File: src/rtl/ghostbus_fanout.sv
// rtl/ghostbus_fanout.sv - ghostbus interposer: one host bus fanned out to NCH child windows.
// Optional error reporting and DEADBEEF read-back of unmapped reads: define GHOSTBUS_FANOUT_ERR_EN.
module ghostbus_fanout #(
  parameter int AW     = 24,
  parameter int DW     = 32,
  parameter int NCH    = 4,
  parameter int CAW    = 20,
  parameter int RD_LAT = 1
) (
  input  logic                clk,
  input  logic                rst,
  input  logic [AW-1:0]       h_addr,
  input  logic [DW-1:0]       h_wdata,
  input  logic                h_we,
  input  logic                h_re,
  output logic [DW-1:0]       h_rdata,
  output logic                h_rvalid,
  output logic [NCH*CAW-1:0]  c_addr,
  output logic [NCH*DW-1:0]   c_wdata,
  output logic [NCH-1:0]      c_we,
  output logic [NCH-1:0]      c_re,
  input  logic [NCH*DW-1:0]   c_rdata,
  output logic                err_flag,
  output logic [7:0]          err_count
);

  localparam int SWR   = $clog2(NCH);
  localparam int SW    = (SWR == 0) ? 1 : SWR;
  localparam int DEPTH = RD_LAT + 1;
  localparam logic [SW:0] NCH_W = (SW + 1)'(NCH);
`ifdef GHOSTBUS_FANOUT_ERR_EN
  localparam logic [DW-1:0] UNM_DATA = DW'(32'hDEADBEEF);
`else
  localparam logic [DW-1:0] UNM_DATA = '0;
`endif

  typedef struct packed {
    logic          valid;
    logic [SW-1:0] sel;
    logic          unm;
  } tag_t;

  logic [SW-1:0] sel;
  logic          hi_bits;
  logic          unmapped;
  logic          do_wr;
  logic          do_rd_tag;
  logic          do_rd_child;
  tag_t          tag [DEPTH];
  tag_t          ret_tag;
  logic [DW-1:0] ret_data;

  generate
    if (SWR == 0) begin : g_sel_one
      assign sel = '0;
    end else begin : g_sel_many
      assign sel = h_addr[CAW +: SWR];
    end
    if (CAW + SWR < AW) begin : g_hi
      assign hi_bits = |h_addr[AW-1:CAW+SWR];
    end else begin : g_no_hi
      assign hi_bits = 1'b0;
    end
  endgenerate

  assign unmapped    = hi_bits || ({1'b0, sel} >= NCH_W);
  // A write wins a we/re collision; the read never enters the tag pipeline.
  assign do_wr       = h_we & ~unmapped;
  assign do_rd_tag   = h_re & ~h_we;
  assign do_rd_child = do_rd_tag & ~unmapped;

  always_ff @(posedge clk) begin
    if (rst) begin
      c_we    <= '0;
      c_re    <= '0;
      c_addr  <= '0;
      c_wdata <= '0;
    end else begin
      c_we <= '0;
      c_re <= '0;
      if (do_wr || do_rd_child) begin
        c_addr[int'(sel)*CAW +: CAW] <= h_addr[CAW-1:0];
        c_wdata[int'(sel)*DW +: DW]  <= h_wdata;
      end
      if (do_wr)       c_we[sel] <= 1'b1;
      if (do_rd_child) c_re[sel] <= 1'b1;
    end
  end

  // Tag stage k is visible k+1 cycles after the host strobe; the last stage lines up with child data.
  always_ff @(posedge clk) begin
    if (rst) begin
      for (int i = 0; i < DEPTH; i++) tag[i] <= '0;
    end else begin
      tag[0] <= '{valid: do_rd_tag, sel: sel, unm: unmapped};
      for (int i = 1; i < DEPTH; i++) tag[i] <= tag[i-1];
    end
  end

  assign ret_tag = tag[RD_LAT];

  always_comb begin
    ret_data = UNM_DATA;
    if (!ret_tag.unm) ret_data = c_rdata[int'(ret_tag.sel)*DW +: DW];
  end

  always_ff @(posedge clk) begin
    if (rst) begin
      h_rvalid <= 1'b0;
      h_rdata  <= '0;
    end else begin
      h_rvalid <= ret_tag.valid;
      if (ret_tag.valid) h_rdata <= ret_data;
    end
  end

`ifdef GHOSTBUS_FANOUT_ERR_EN
  logic err_ev;
  assign err_ev = (h_we | h_re) & (unmapped | (h_we & h_re));

  always_ff @(posedge clk) begin
    if (rst) begin
      err_flag  <= 1'b0;
      err_count <= '0;
    end else if (err_ev) begin
      err_flag <= 1'b1;
      if (err_count != 8'hFF) err_count <= err_count + 8'd1;
    end
  end
`else
  assign err_flag  = 1'b0;
  assign err_count = '0;
`endif

endmodule

File: config.mk
export PLATFORM = sky130hd
export DESIGN_NAME = ghostbus_fanout
export DESIGN_NICKNAME = d
export VERILOG_FILES = /design/src/rtl/ghostbus_fanout.sv
export SDC_FILE = /design/constraint.sdc
export NUM_CORES = 1
export LEC_CHECK = 0
export ABC_AREA = 1
export CAP_MARGIN = 20
export CELL_PAD_IN_SITES_DETAIL_PLACEMENT = 1
export CELL_PAD_IN_SITES_GLOBAL_PLACEMENT = 2
export CORE_MARGIN = 8
export CORE_UTILIZATION = 21
export DETAILED_ROUTE_END_ITERATION = 8
export PLACE_DENSITY = 0.73
export SLEW_MARGIN = 25
export SYNTH_ARGS = -nofsm -noshare
export SYNTH_HDL_FRONTEND = slang
export SYNTH_SLANG_ARGS = --single-unit
export TNS_END_PERCENT = 5
File: constraint.sdc
create_clock -name clk -period 1.95 [get_ports clk]
set_input_delay 0.39 -clock clk [delete_from_list [all_inputs] [get_ports clk]]
set_output_delay 0.39 -clock clk [all_outputs]
set_load 0.005 [all_outputs]
---- Yosys cells after proc, flatten, opt, wreduce, memory -nomap -nowiden ----
Memory sizes are Yosys's and may differ from the RTL's.
Cells that the tools add are included.
storage, ports and cells
  register bits ........................... 249
  bits in latches ......................... 0
  RAM bits ................................ 8
  bits in read-only memories .............. 0
  output and inout bits ................... 258
  word-level logic and storage cells ...... 41
  memories kept ........................... 1
memory list
  memory  depth  width  read ports  clocked after Yosys merged registers in  wr ports  RTL line  RTL
  tag     2      4      2           0                                        2         49        tag_t tag [DEPTH];
operators by class
  $add $sub $neg .......................... 2
  multiply operators ...................... 1
  div/mod/pow operators ................... 0
  $lt $le $gt $ge ......................... 2
  equality and inequality tests ........... 0
  shift operators ......................... 5
  multiplexer cells ....................... 10
  bitwise logic cells ..................... 9
  reduce and logical (&&, ||, !) cells .... 5
operators with widths
  kind                                                               count
  bitwise mux 128 bit                                                1
  variable shift 32 x 33 -> 128 bit, first input constant            1
  variable part select 128 x 8 -> 32 bit                             1
  variable part select 32 x 33 -> 128 bit                            1
  bitwise mux 80 bit                                                 1
  variable shift 20 x 33 -> 80 bit, first input constant             1
  variable part select 20 x 33 -> 80 bit                             1
  negation 7 -> 33 bit                                               2
  2-to-1 mux 32 bit                                                  1
  2-to-1 mux 4 bit                                                   2
  OR reduction 2 bit                                                 3
  multiplier 2 x 3 -> 5 bit, second input constant                   1
  2-to-1 mux 1 bit                                                   4
  NOT 1 bit                                                          4
  AND 1 bit                                                          3
  < comparator 2 x 3 -> 1 bit, second input constant                 1
  demux 1 bit (select 2 bit)                                         1
  greater-or-equal comparator 2 x 1 -> 1 bit, second input constant  1
  OR 1 bit                                                           2
  logical AND 1 bit                                                  1
  logical OR 1 bit                                                   1

---- Depth between registers and ports, before layout ----
  depth after elaboration ................. 5
  mapped depth ............................ 15

---- Worst setup path before layout ----
OpenSTA, ideal clock, no wires.
  path type ............................... input port to flip-flop
  start point ............................. in h_addr[20]
  end point ............................... reg c_addr[5]
  arrival ................................. 1.998 ns
  data required time ...................... 1.892 ns
  setup slack ............................. -0.107 ns
  stages on the path ...................... 13
  buffers on the path ..................... 5
  cell sequence ........................... buf_6 -> inv_4 -> buf_4 -> ha_1 -> buf_4 -> inv_2 -> buf_4 -> buf_6 -> nor2_1 -> nand2_1 -> nand3_1 -> o211ai_1 -> inv_1
on the way
  word-level cells in the longest chain between the ends .. 4
ends and longest elaborated chain
  item                                                                                               RTL line  RTL
  start, declared                                                                                    12        input logic [AW-1:0] h_addr,
  multiplier 2 x 3 -> 5 bit (*)                                                                      82        c_addr[int'(sel)*CAW +: CAW] <= h_addr[CAW-1:0];
  negation 7 -> 33 bit (*)                                                                           82
  variable part select 20 x 33 -> 80 bit / variable shift 20 x 33 -> 80 bit (equally long branches)  82
  bitwise mux 80 bit (*)                                                                             82
  end signal, assigned by index                                                                      82
  end, declared                                                                                      18        output logic [NCH*CAW-1:0] c_addr,
Every way passes the cells marked *; elsewhere a longest branch is shown, timed or not.
A chain may end at the register's enable or synchronous reset.

---- Worst setup path in the final report ----
  start point ............................. in h_addr[21]
  end point ............................... reg c_wdata[63]
on the way
  word-level cells in the longest chain between the ends .. 3
ends and longest elaborated chain
  item                                                                                                 RTL line  RTL
  negation 7 -> 33 bit (*)                                                                             83        c_wdata[int'(sel)*DW +: DW] <= h_wdata;
  variable part select 32 x 33 -> 128 bit / variable shift 32 x 33 -> 128 bit (equally long branches)  83
  bitwise mux 128 bit (*)                                                                              83
  end signal, assigned by index                                                                        83
  end, declared                                                                                        19        output logic [NCH*DW-1:0] c_wdata,
Marks and branches as above.

==> impl_metrics.py <==
metrics = {
    "finish": {
        "areaGrowthSynthToFinish_pct": 60.5,
        "layout-drive-gt1-share_pct": 10.8,
        "final_nets": 2298,
        "finalCoreUtilization_pct": 34.0,
    },
    "timing": {
        "drv_slew": 0,
        "slew_headroom_pct": 56.2,
        "fin_hold_ws_ns": 0.115,
        "min_period_ns": 1.92,
        "finalClockSkew_ns": 0.0343,
        "setup_violations": 0,
        "final.setup.tns_ns": 0,
        "fmax_ghz": 0.521,
        "setup_ws_ns": 0.0293,
        "rsz0062_at_grt": "yes",
        "hold_viol": 0,
        "max_slew.worst_pin.slew_ns": 0.657,
        "finalCritPeriodShare_pct": 98.5,
    },
    "synth": {
        "ys_ff_latch": 257,
        "synth.distinct_cells": 37,
        "ys_seq_area_share_pct": 43.3,
        "synth_edf_count": 0,
        "yosys.area.top_type": "dfxtp_1",
        "syn_inst": 1618,
        "yosys_warnings": 0,
        "synth_area_um2": 11900,
        "netlist_top_cells_area": "dfxtp_1 43%, nand2_1 11%, a21oi_1 7.5%",
        "postSynthAreaPerCell_um2": 7.35,
        "ys.flop_type": "dfxtp_1",
        "async_reset_ff_share_pct": 0,
        "synth_top_area_share_pct": 43.3,
    },
    "pwr": {
        "ir_drop_v": 0.000499,
        "power_density_nw_per_um2": 710,
        "p_seq_share_pct": 39.8,
        "sw_frac_of_total_pct": 26.2,
        "p_leak_uw": 0.00748,
        "clkPwrFrac_pct": 45.6,
        "comb_power_share_pct": 14.5,
        "internal-power_uw": 10000,
        "totalPowerFinal_uw": 13500,
        "power_switching_uw": 3550,
    },
    "detailed_routing": {
        "first_pass_iters": 5,
        "drc_errors": 0,
        "wl_met1_um": 25900,
        "totalWireLength_um": 60200,
        "routed.top_layer": "met5",
        "drtIter0Drc": 722,
        "ant_nets": 0,
        "wl_met2_um": 28100,
        "dr_wl_met3_um": 5200,
        "wl_per_cell_um": 20.9,
        "vias_per_cell": 4.53,
        "route.vias.total": 13085,
    },
    "setup_path": {
        "worst-path-buf-inv": 4,
        "crit_chain": "clkdlybuf4s50_1 -> inv_2 -> ha_4 -> inv_4 -> nor2_4 -> inv_2 -> or3_1 -> a21oi_1",
        "arrival_ns": 2.38,
        "critPathTopFamily": "buffers and inverters",
        "cpMaxStageDelayCell": "clkdlybuf4s50_1",
        "path_class": "primary input to flop",
        "r2r-end": "h_rdata[8]",
        "rrSetupSlack_ns": 0.43,
        "worstSetupStartpointType": "primary input",
        "endpoint_kind": "flop",
        "path_depth": 8,
        "r2r-start": "tag[0][6]",
        "rr_worst_depth": 4,
        "path_max_fanout": 32,
        "critPathLaunch": "h_addr[21]",
        "path_common_cell": "inv_2",
        "crit_required_ns": 2.41,
        "slowest_delay_ns": 0.52,
        "endpoint": "c_wdata[63]",
    },
    "global_routing": {
        "antenna_found_initial": 6,
        "grt_pass1_wl_um": 89200,
        "grt_start_max_net_pins": 119,
        "grt_overflow_total": 0,
        "grt_use_total_pct": 18.0,
        "grt_pass1_vias": 13784,
    },
    "flow_run": {
        "maxCapViolations": 0,
    },
    "clock_network": {
        "clkTransAtPathRegs_ns": 0.06,
        "cts_hold_buf": 0,
        "cts_inserted_buffers": 34,
        "clockBufferDepth": 3,
        "cts_max_level": 2,
        "cts_sinks": 257,
        "cts-root-buf": "clkbuf_16",
        "insertion_delay_ns": 0.55,
        "cts_tree": "done",
    },
    "worst_hold_path": {
        "min_path_type": "primary input to flop",
        "min_from": "rst",
    },
    "die": {
        "core_area_um2": 56200,
        "start_util_pct": 21.2,
        "die_w_um": 254,
        "rows": 87,
        "io_pins": 446,
        "die_h_um": 254,
        "die_area_um2": 64500,
    },
    "status": {
        "status": "finished clean",
    },
    "placed_design": {
        "gp_congestion": 0.889,
        "place_ws_ns": -0.670,
        "place.port_buffers": 436,
        "dp_hpwl_um": 46300,
    },
}
## flip-flops by register name (all words and copies together), names as in the netlist
| name | count |
|---|---|
| tag | 8 |
| c_re | 4 |
| c_we | 4 |
| h_rvalid | 1 |
| c_wdata | 128 |
| c_addr | 80 |
| h_rdata | 32 |
## layer usage
layer  up-vias  GRT usage, %
met3        63          6.45
met1      6292          22.0
met2       341          29.8
met5         -             0
met4         2          4.51
li1       6387             -
## synthesized netlist by cell type (4+ instances only)
cell      number
nand2_1      338
dfxtp_1      257
a21oi_1      179
nor2_1       141
inv_1        110
nand3_1       96
o21ai_0       83
clkbuf_1      74
buf_2         35
o211a_1       35
o22ai_1       35
a211oi_1      32
a31oi_1       32
mux2i_1       32
or3_1         32
buf_4         15
nor3_1        10
nand4_1        9
nor2_4         9
o21ai_1        9
buf_1          8
ha_1           8
buf_6          6
inv_2          6
o211ai_1       5
nand2_2        4
## per-stage QoR
step                      instance area [um2]  cells
after floorplan                         12000   1626
after global placement                  17900   2822
after detailed placement                17900   2822
after CTS                               19100   2882
after global routing                    19100   2886
final                                   19100   2887
## power by group through the flow
stage                     sequential [uW]  combinational (uW)  clock, uW
final                                5400                1970       6180
after global placement               5510                1950          0
after global routing                 5400                2130       6670
after CTS                            5400                1980       6460
after detailed placement             5510                1970          0
after floorplan                      5500                 813          0
## how the worst min path moves through the flow
stage	end	slack, ns	cells past startpoint
finish	tag[0][3]	0.11	2
global route	tag[0][3]	0.11	2
CTS	tag[0][3]	0.09	2
detailed placement	tag[0][7]	0.39	2
global placement	tag[0][4]	0.39	2
floorplan	tag[0][4]	0.39	2
## cells in the final DEF, fill, tap and decap left out, drive strengths merged, types with 3 or more instances in the layout
master	netlist	layout
a211oi	32	32
a21oi	179	179
a31oi	32	32
buf	64	143
clkbuf	74	51
clkdlybuf4s50	0	429
clkinv	5	8
conb	1	9
dfxtp	257	257
diode	0	5
dlygate4sd2	0	3
dlymetal6s2s	0	3
ha	8	8
inv	117	119
mux2i	32	32
nand2	342	342
nand3	97	97
nand4	9	9
nor2	151	151
nor3	10	10
o211a	35	35
o211ai	5	5
o21a	3	3
o21ai	93	93
o22ai	35	35
or3	32	32
## cell families (layout without fill, tap and decap cells)
kind of cell,count (synthesis),in the layout,share of synthesized area [%]
AO/OA/AOI/OAI,418,418,20.7
adder cells (fa/ha/maj),8,8,0.842
buffers and inverters,260,760,9.47
flip-flops,257,257,43.3
multiplexers,32,32,2.69
other,1,14,0.0315
AND/OR/NAND/NOR,642,642,23.0
## layout make-up
class | count | area, um2
Sequential cell | 257 | 5150
Antenna cell | 5 | 12.5
Clock buffer | 51 | 976
Clock inverter | 9 | 123
Inverter | 122 | 468
Fill cell | 6743 | 37100
Timing Repair Buffer | 578 | 5720
Multi-Input combinational cell | 1109 | 5700
Tap cell | 756 | 946
## repair_timing
item | CTS | global route
endpoints found under the hold margin | 0 | 0
pin swaps | 0 | 1
endpoints found under the setup margin | 45 | 83
setup buffers | 0 | 0
gates resized for setup | 5 | 8
Power figures use the tool's default switching activity.
